--- src/rtl/m_store_buffer.sv ---
// M-stage store buffer: lane placement, AdES detection, DEPTH-entry write FIFO and load-hazard flag.
// Define STORE_MERGE_EN to let a store fold into the tail-most pending entry of the same bus word.
module m_store_buffer #(
    parameter int                DATA_W   = 32,
    parameter int                ADDR_W   = 32,
    parameter int                DEPTH    = 4,
    parameter logic [ADDR_W-1:0] DM_TOP   = ADDR_W'(32'h0000_2FFF),
    parameter logic [ADDR_W-1:0] TC0_BASE = ADDR_W'(32'h0000_7F00),
    parameter logic [ADDR_W-1:0] TC1_BASE = ADDR_W'(32'h0000_7F10),
    parameter logic [ADDR_W-1:0] INT_BASE = ADDR_W'(32'h0000_7F20)
) (
    input  logic                      clk,
    input  logic                      reset,
    input  logic                      st_valid,
    input  logic [ADDR_W-1:0]         st_addr,
    input  logic [DATA_W-1:0]         st_data,
    input  logic [1:0]                st_op,
    input  logic                      req,
    input  logic                      addr_ov,
    output logic                      st_ready,
    output logic                      st_AdES,
    output logic                      bus_valid,
    output logic [ADDR_W-1:0]         bus_addr,
    output logic [DATA_W-1:0]         bus_wdata,
    output logic [DATA_W/8-1:0]       bus_byteen,
    input  logic                      bus_ready,
    input  logic [ADDR_W-1:0]         ld_addr,
    output logic                      ld_hit,
    output logic [$clog2(DEPTH):0]    count,
    output logic                      empty
);

    localparam int NB   = DATA_W / 8;
    localparam int LSB  = $clog2(NB);
    localparam int PW   = $clog2(DEPTH);
    localparam int WA_W = ADDR_W - LSB;

    localparam logic [ADDR_W-1:0] TC0_RO  = TC0_BASE + ADDR_W'(8);
    localparam logic [ADDR_W-1:0] TC0_END = TC0_BASE + ADDR_W'(11);
    localparam logic [ADDR_W-1:0] TC1_RO  = TC1_BASE + ADDR_W'(8);
    localparam logic [ADDR_W-1:0] TC1_END = TC1_BASE + ADDR_W'(11);
    localparam logic [ADDR_W-1:0] INT_END = INT_BASE + ADDR_W'(3);
    localparam logic [PW:0]       PTR_ONE = (PW+1)'(1);
    localparam bit                NO_DWORD = (DATA_W == 32);

    // FIFO storage: control state is reset, payload is not
    logic [WA_W-1:0]   r_addr   [DEPTH];
    logic [DATA_W-1:0] r_wdata  [DEPTH];
    logic [NB-1:0]     r_byteen [DEPTH];
    logic [DEPTH-1:0]  r_vld;
    logic [PW:0]       r_head;
    logic [PW:0]       r_tail;

    logic [PW-1:0]     w_head_idx;
    logic [PW-1:0]     w_tail_idx;
    logic [PW-1:0]     w_last_idx;
    logic              w_empty;
    logic              w_full;
    logic              w_enq;
    logic              w_deq;
    logic              w_merge;
    logic [WA_W-1:0]   w_st_word;

    logic [LSB-1:0]    w_off;
    logic [NB-1:0]     w_lane_be;
    logic [DATA_W-1:0] w_lane_data;
    logic [DATA_W-1:0] w_be_mask;

    logic              w_misalign;
    logic              w_dword_bad;
    logic              w_in_dm;
    logic              w_in_tc0;
    logic              w_in_tc1;
    logic              w_in_int;
    logic              w_in_range;
    logic              w_tc_subword;
    logic              w_ro;
    logic              w_hit;
    logic              w_unused_ld;

    assign w_head_idx = r_head[PW-1:0];
    assign w_tail_idx = r_tail[PW-1:0];
    assign w_last_idx = w_tail_idx - PW'(1);
    assign w_st_word  = st_addr[ADDR_W-1:LSB];
    assign w_unused_ld = ^ld_addr[LSB-1:0];

    assign count   = r_tail - r_head;
    assign w_empty = (r_tail == r_head);
    assign w_full  = (r_tail[PW] != r_head[PW]) && (r_tail[PW-1:0] == r_head[PW-1:0]);
    assign empty   = w_empty;

    // Lane placement: the offset is the access-aligned lane index within the bus word
    always_comb begin
        w_off       = '0;
        w_lane_be   = '0;
        w_lane_data = '0;
        case (st_op)
            2'b01: begin
                w_off       = st_addr[LSB-1:0];
                w_lane_be   = NB'(1) << w_off;
                w_lane_data = DATA_W'(st_data[7:0]) << {w_off, 3'b000};
            end
            2'b10: begin
                w_off       = st_addr[LSB-1:0] & ~LSB'(1);
                w_lane_be   = NB'(3) << w_off;
                w_lane_data = DATA_W'(st_data[15:0]) << {w_off, 3'b000};
            end
            2'b00: begin
                w_off       = st_addr[LSB-1:0] & ~LSB'(3);
                w_lane_be   = NB'(15) << w_off;
                w_lane_data = DATA_W'(st_data[31:0]) << {w_off, 3'b000};
            end
            default: begin
                w_lane_be   = '1;
                w_lane_data = st_data;
            end
        endcase
    end

    always_comb begin
        w_be_mask = '0;
        for (int i = 0; i < NB; i++) begin
            w_be_mask[8*i +: 8] = {8{w_lane_be[i]}};
        end
    end

    always_comb begin
        case (st_op)
            2'b10:   w_misalign = st_addr[0];
            2'b00:   w_misalign = |st_addr[1:0];
            2'b11:   w_misalign = |st_addr[2:0];
            default: w_misalign = 1'b0;
        endcase
    end

    assign w_dword_bad  = NO_DWORD && (st_op == 2'b11);
    assign w_in_dm      = (st_addr <= DM_TOP);
    assign w_in_tc0     = (st_addr >= TC0_BASE) && (st_addr <= TC0_END);
    assign w_in_tc1     = (st_addr >= TC1_BASE) && (st_addr <= TC1_END);
    assign w_in_int     = (st_addr >= INT_BASE) && (st_addr <= INT_END);
    assign w_in_range   = w_in_dm || w_in_tc0 || w_in_tc1 || w_in_int;
    assign w_tc_subword = (w_in_tc0 || w_in_tc1) && (st_op != 2'b00);
    // Timer count registers are read-only
    assign w_ro         = ((st_addr >= TC0_RO) && (st_addr <= TC0_END)) ||
                          ((st_addr >= TC1_RO) && (st_addr <= TC1_END));

    assign st_AdES = st_valid & (w_misalign | w_dword_bad | ~w_in_range |
                                 w_tc_subword | w_ro | addr_ov);

`ifdef STORE_MERGE_EN
    logic w_merge_hit;

    // The tail-most entry is the head exactly when one entry is pending
    assign w_merge_hit = st_valid & ~st_AdES & ~w_empty & (count != PTR_ONE) &
                         (r_addr[w_last_idx] == w_st_word);
    assign w_merge     = w_merge_hit & ~req;
    assign st_ready    = ~w_full | w_merge_hit;
`else
    assign w_merge     = 1'b0;
    assign st_ready    = ~w_full;
`endif

    assign w_enq = st_valid & st_ready & ~st_AdES & ~req & ~w_merge;
    assign w_deq = ~w_empty & bus_ready;

    always_ff @(posedge clk or negedge reset) begin
        if (!reset) begin
            r_head <= '0;
            r_tail <= '0;
            r_vld  <= '0;
        end else begin
            if (w_deq) begin
                r_head             <= r_head + PTR_ONE;
                r_vld[w_head_idx]  <= 1'b0;
            end
            if (w_enq) begin
                r_tail             <= r_tail + PTR_ONE;
                r_vld[w_tail_idx]  <= 1'b1;
            end
        end
    end

    always_ff @(posedge clk) begin
        if (w_enq) begin
            r_addr[w_tail_idx]   <= w_st_word;
            r_wdata[w_tail_idx]  <= w_lane_data;
            r_byteen[w_tail_idx] <= w_lane_be;
        end else if (w_merge) begin
            r_wdata[w_last_idx]  <= (r_wdata[w_last_idx] & ~w_be_mask) | (w_lane_data & w_be_mask);
            r_byteen[w_last_idx] <= r_byteen[w_last_idx] | w_lane_be;
        end
    end

    assign bus_valid  = ~w_empty;
    assign bus_addr   = w_empty ? '0 : {r_addr[w_head_idx], {LSB{1'b0}}};
    assign bus_wdata  = w_empty ? '0 : r_wdata[w_head_idx];
    assign bus_byteen = w_empty ? '0 : r_byteen[w_head_idx];

    // A head entry being drained this cycle still counts as a hazard
    always_comb begin
        w_hit = 1'b0;
        for (int i = 0; i < DEPTH; i++) begin
            if (r_vld[i] && (r_addr[i] == ld_addr[ADDR_W-1:LSB])) begin
                w_hit = 1'b1;
            end
        end
    end

    assign ld_hit = w_hit;

endmodule

--- config.mk ---
export PLATFORM = sky130hd
export DESIGN_NAME = m_store_buffer
export DESIGN_NICKNAME = d
export VERILOG_FILES = /design/src/rtl/m_store_buffer.sv
export SDC_FILE = /design/constraint.sdc
export NUM_CORES = 1
export LEC_CHECK = 0
export BUFFER_PORTS_ARGS = -buffer_cell sky130_fd_sc_hd__buf_2
export CELL_PAD_IN_SITES_DETAIL_PLACEMENT = 1
export CELL_PAD_IN_SITES_GLOBAL_PLACEMENT = 1
export CORE_MARGIN = 3
export CORE_UTILIZATION = 54
export CTS_BUF_LIST = sky130_fd_sc_hd__clkbuf_4
export CTS_CLUSTER_SIZE = 28
export DETAILED_ROUTE_END_ITERATION = 6
export GPL_TIMING_DRIVEN = 0
export PLACE_DENSITY_LB_ADDON = 0.05
export SLEW_MARGIN = 30
export SYNTH_ARGS = -nofsm -noshare
export SYNTH_HDL_FRONTEND = slang
export SYNTH_SLANG_ARGS = --single-unit
--- constraint.sdc ---
create_clock -name clk -period 10.1 [get_ports clk]
set_input_delay 0.505 -clock clk [delete_from_list [all_inputs] [get_ports clk]]
set_output_delay 0.505 -clock clk [all_outputs]
set_load 0.02 [all_outputs]
==> results.md <==
- Data required, critical path: 9.60 ns
- IO Pins: 180
- Chip Height: 159.3 µm
- Clock sinks: 274
- CTS Buf Count: 71
- DR WL/cell: 25.99 µm
- Root buffer cell: clkbuf_4
- Minimum clock period: 5.192 ns
- Least-Margin Pin Slew: 0.8937 ns
- Relative slew margins: 40.42%
- Clock tree buffer depth: 3
- Commonest non-fill, non-tap cells in the layout: edfxtp_1, buf_2, clkbuf_4
- Max-cap viol count: 0
- Die W: 159.3 µm
- Status: finished, final reports clean
- Clock slew at reported path FFs: 0.07 ns
- Worst Setup End Kind: output port
- # fillers: 2178
- Power density cells: 232.6 nW/µm²
- H-tree depth: 3
- Largest net degree at the start of global routing: 35
- Clk Latency, worst-skew pair: 0.69 ns
- Number of synthesized flops with an enable pin: 264
- Pleak: 5.347 nW
- Area of the die: 25380 µm²
- Post-synthesis sequential area ratio: 64.44%
- CTS tree: built
- Row count: 55
- ANT nets after route: 0
- Starting Density: 55.55%
- Syn Area/Cell: 16.27 µm²
- Clock Skew: 0.04245 ns
- Min-delay worst type: input port to flip-flop
- Slowest cell delay on critical path: 0.57 ns
- Met2 WL: 18870 µm
- GRT overflow: 0
- Met3 routed WL: 2383 µm
- Highest routed layer: met4
- Port Buffers: 158
- Peak Freq: 0.1926 GHz
- Via density: 5.768
- Period Utilization, post-route: 51.41%
- Gate Count Post-Synth: 780
- FF+latch count, synth: 274
- Slowest cell on crit path: clkbuf_1
- Fin Setup TNS: 0 ns
- Nets: 1139
- Final Setup Violations: 0
- Vias in the first global route: 8941
- Critical-path maximum fanout: 10
- Synth warn: 0
- Drc violations: 0
- Synth async-reset ratio: 3.650%
- Worst setup SP type: flip-flop
- Vias: 7966
- Most frequent CP cell: clkbuf_1
- Worst vdd ir: 157.5 µV
- First-pass GRT wire length: 54500 µm
- Top FF cell, synth: edfxtp_1
- Core Box Area: 22850 µm²
- DRT met1 WL: 13890 µm
- GR Util All Layers: 28.61%
- Final Max Slew Viols: 0
- Layout cells sized above 1: 34.33%
- Final Hold Vio Count: 0
- Post-DP HPWL: 25570 µm
- Post-Route WL: 35900 µm
- Placed Cells: 1259
- Iter 0 DRT Violations: 807
- DR pass1 iterations: 4
- Post-Layout Cell Count: 1381
- Most common cell after layout, fill and taps aside: edfxtp_1
- Unrepaired setup endpoints after global routing: false
- Area added between synthesis and finish: 17.86%
- WS Path Type: flip-flop to output port
- Antenna violations before repair: 1
- GP Congestion: 0.9116
- Post-synth cell types: 46
- Synthesized area: 12690 µm²
- Crit path DAT: 4.69 ns
- Crit-path cells: clkbuf_1, clkbuf_1, clkbuf_1, inv_1, ha_1, nand3_1, clkbuf_1, and2_1, buf_2
## flip-flops by register name, summed over array words and instances (netlist names)
name / cells
r_wdata: 128
r_addr: 120
r_byteen: 16
r_vld: 4
r_head: 3
r_tail: 3
## per-stage QoR
step / util, % / setup WS [ns] / total power [mW] / instance area, µm² / hold WS, ns
5_1_grt: 65.46 / 4.681 / 3.654 / 14960 / 0.02833
3_3_place_gp: 60.74 / 4.973 / 2.504 / 13880 / 0.3834
3_5_place_dp: 61.40 / 5.465 / 2.530 / 14030 / 0.3905
6_report: 65.47 / 4.908 / 3.480 / 14960 / 0.06410
4_1_cts: 65.45 / 4.826 / 3.516 / 14950 / 0.009261
2_1_floorplan: - / 6.401 / 2.112 / 12690 / 0.2094
## cells by family (layout without fill, tap and decap cells)
family | count (synthesis) | in the layout | synth area share, %
buf+inv | 75 | 360 | 2.346
compound gates | 57 | 57 | 3.066
flops | 274 | 274 | 64.44
mux | 67 | 67 | 11.80
fa+ha+maj | 15 | 15 | 1.538
simple gates | 165 | 165 | 8.025
xor+xnor | 126 | 126 | 8.755
other cells | 1 | 4 | 0.02955
## cell usage after synthesis (all sizes together), types with 2 or more instances
library cell,number,area [µm²]
and2,75,470.5
xor2,45,401.6
nand4,27,168.9
a31oi,2,12.51
a21o,6,46.30
inv,30,112.6
a22oi,8,60.06
nor4,21,146.4
nor3,3,15.01
a211oi,5,42.54
nand2,14,52.55
mux4,66,1486
a21oi,3,15.01
nor2,6,22.52
a22o,8,70.07
edfxtp,264,7928
buf,9,50.04
ha,14,175.2
nand3,6,30.03
nand3b,2,15.01
and3,6,46.29
xnor2,81,709.4
dfrtp,10,250.2
o21ai,21,105.1
clkbuf,36,135.1
## worst paths after layout
path / slack, ns / startpoint / cells after the start / end
worst max-delay path: 4.91 / r_head[1] / 9 / bus_wdata[28]
max in group asynchronous: 9.63 / reset / 2 / r_head[1]
worst min register to register: 0.53 / r_head[2] / 1 / r_head[2]
worst min-delay path: 0.06 / st_addr[9] / 1 / r_addr[1][7]
worst max register to register: 5.44 / r_head[1] / 10 / r_byteen[1][3]
min in group asynchronous: 0.23 / reset / 2 / r_vld[3]
## power by group
part           total, mW  leakage, nW  internal, mW  switching [mW]
logic               1.23         2.30         0.504           0.727
clock network      0.980        0.538         0.530           0.450
registers           1.27         2.51          1.26         0.00884
total               3.48         5.35          2.29            1.19
## layout make-up
| class | count | area, µm² | area share, % |
|---|---|---|---|
| diodes | 2 | 5.005 | 0.03346 |
| plain buffers | 45 | 185.2 | 1.238 |
| clock buffers | 106 | 795.8 | 5.320 |
| clock inverters | 13 | 118.9 | 0.7946 |
| inverters | 30 | 112.6 | 0.7528 |
| multi-input cells | 432 | 4230 | 28.28 |
| flip-flops and latches | 274 | 8178 | 54.67 |
| well taps | 313 | 391.6 | 2.618 |
| repair buffers | 166 | 940.9 | 6.290 |
## worst max-delay path, delay by kind of cell (launching register included)
kind	cells	cell delay (ns)
buffers and inverters	6	2.42
AND/OR/NAND/NOR	2	0.78
flip-flops	1	0.45
adder cells (fa/ha/maj)	1	0.38
## layer usage
metal / vias to the layer above / track usage, %
met5: - / 0
met3: 52 / 5.645
met2: 358 / 50.68
li1: 3487 / -
met1: 4069 / 35.61
met4: 0 / 9.351
## timing repair
item | CTS | global route
resized for setup | 0 | 0
hold buffers | 1 | 0
endpoints found under the hold margin | 10 | 0
setup buffers | 0 | 0
Note: power is estimated with default switching activity, not from simulation.
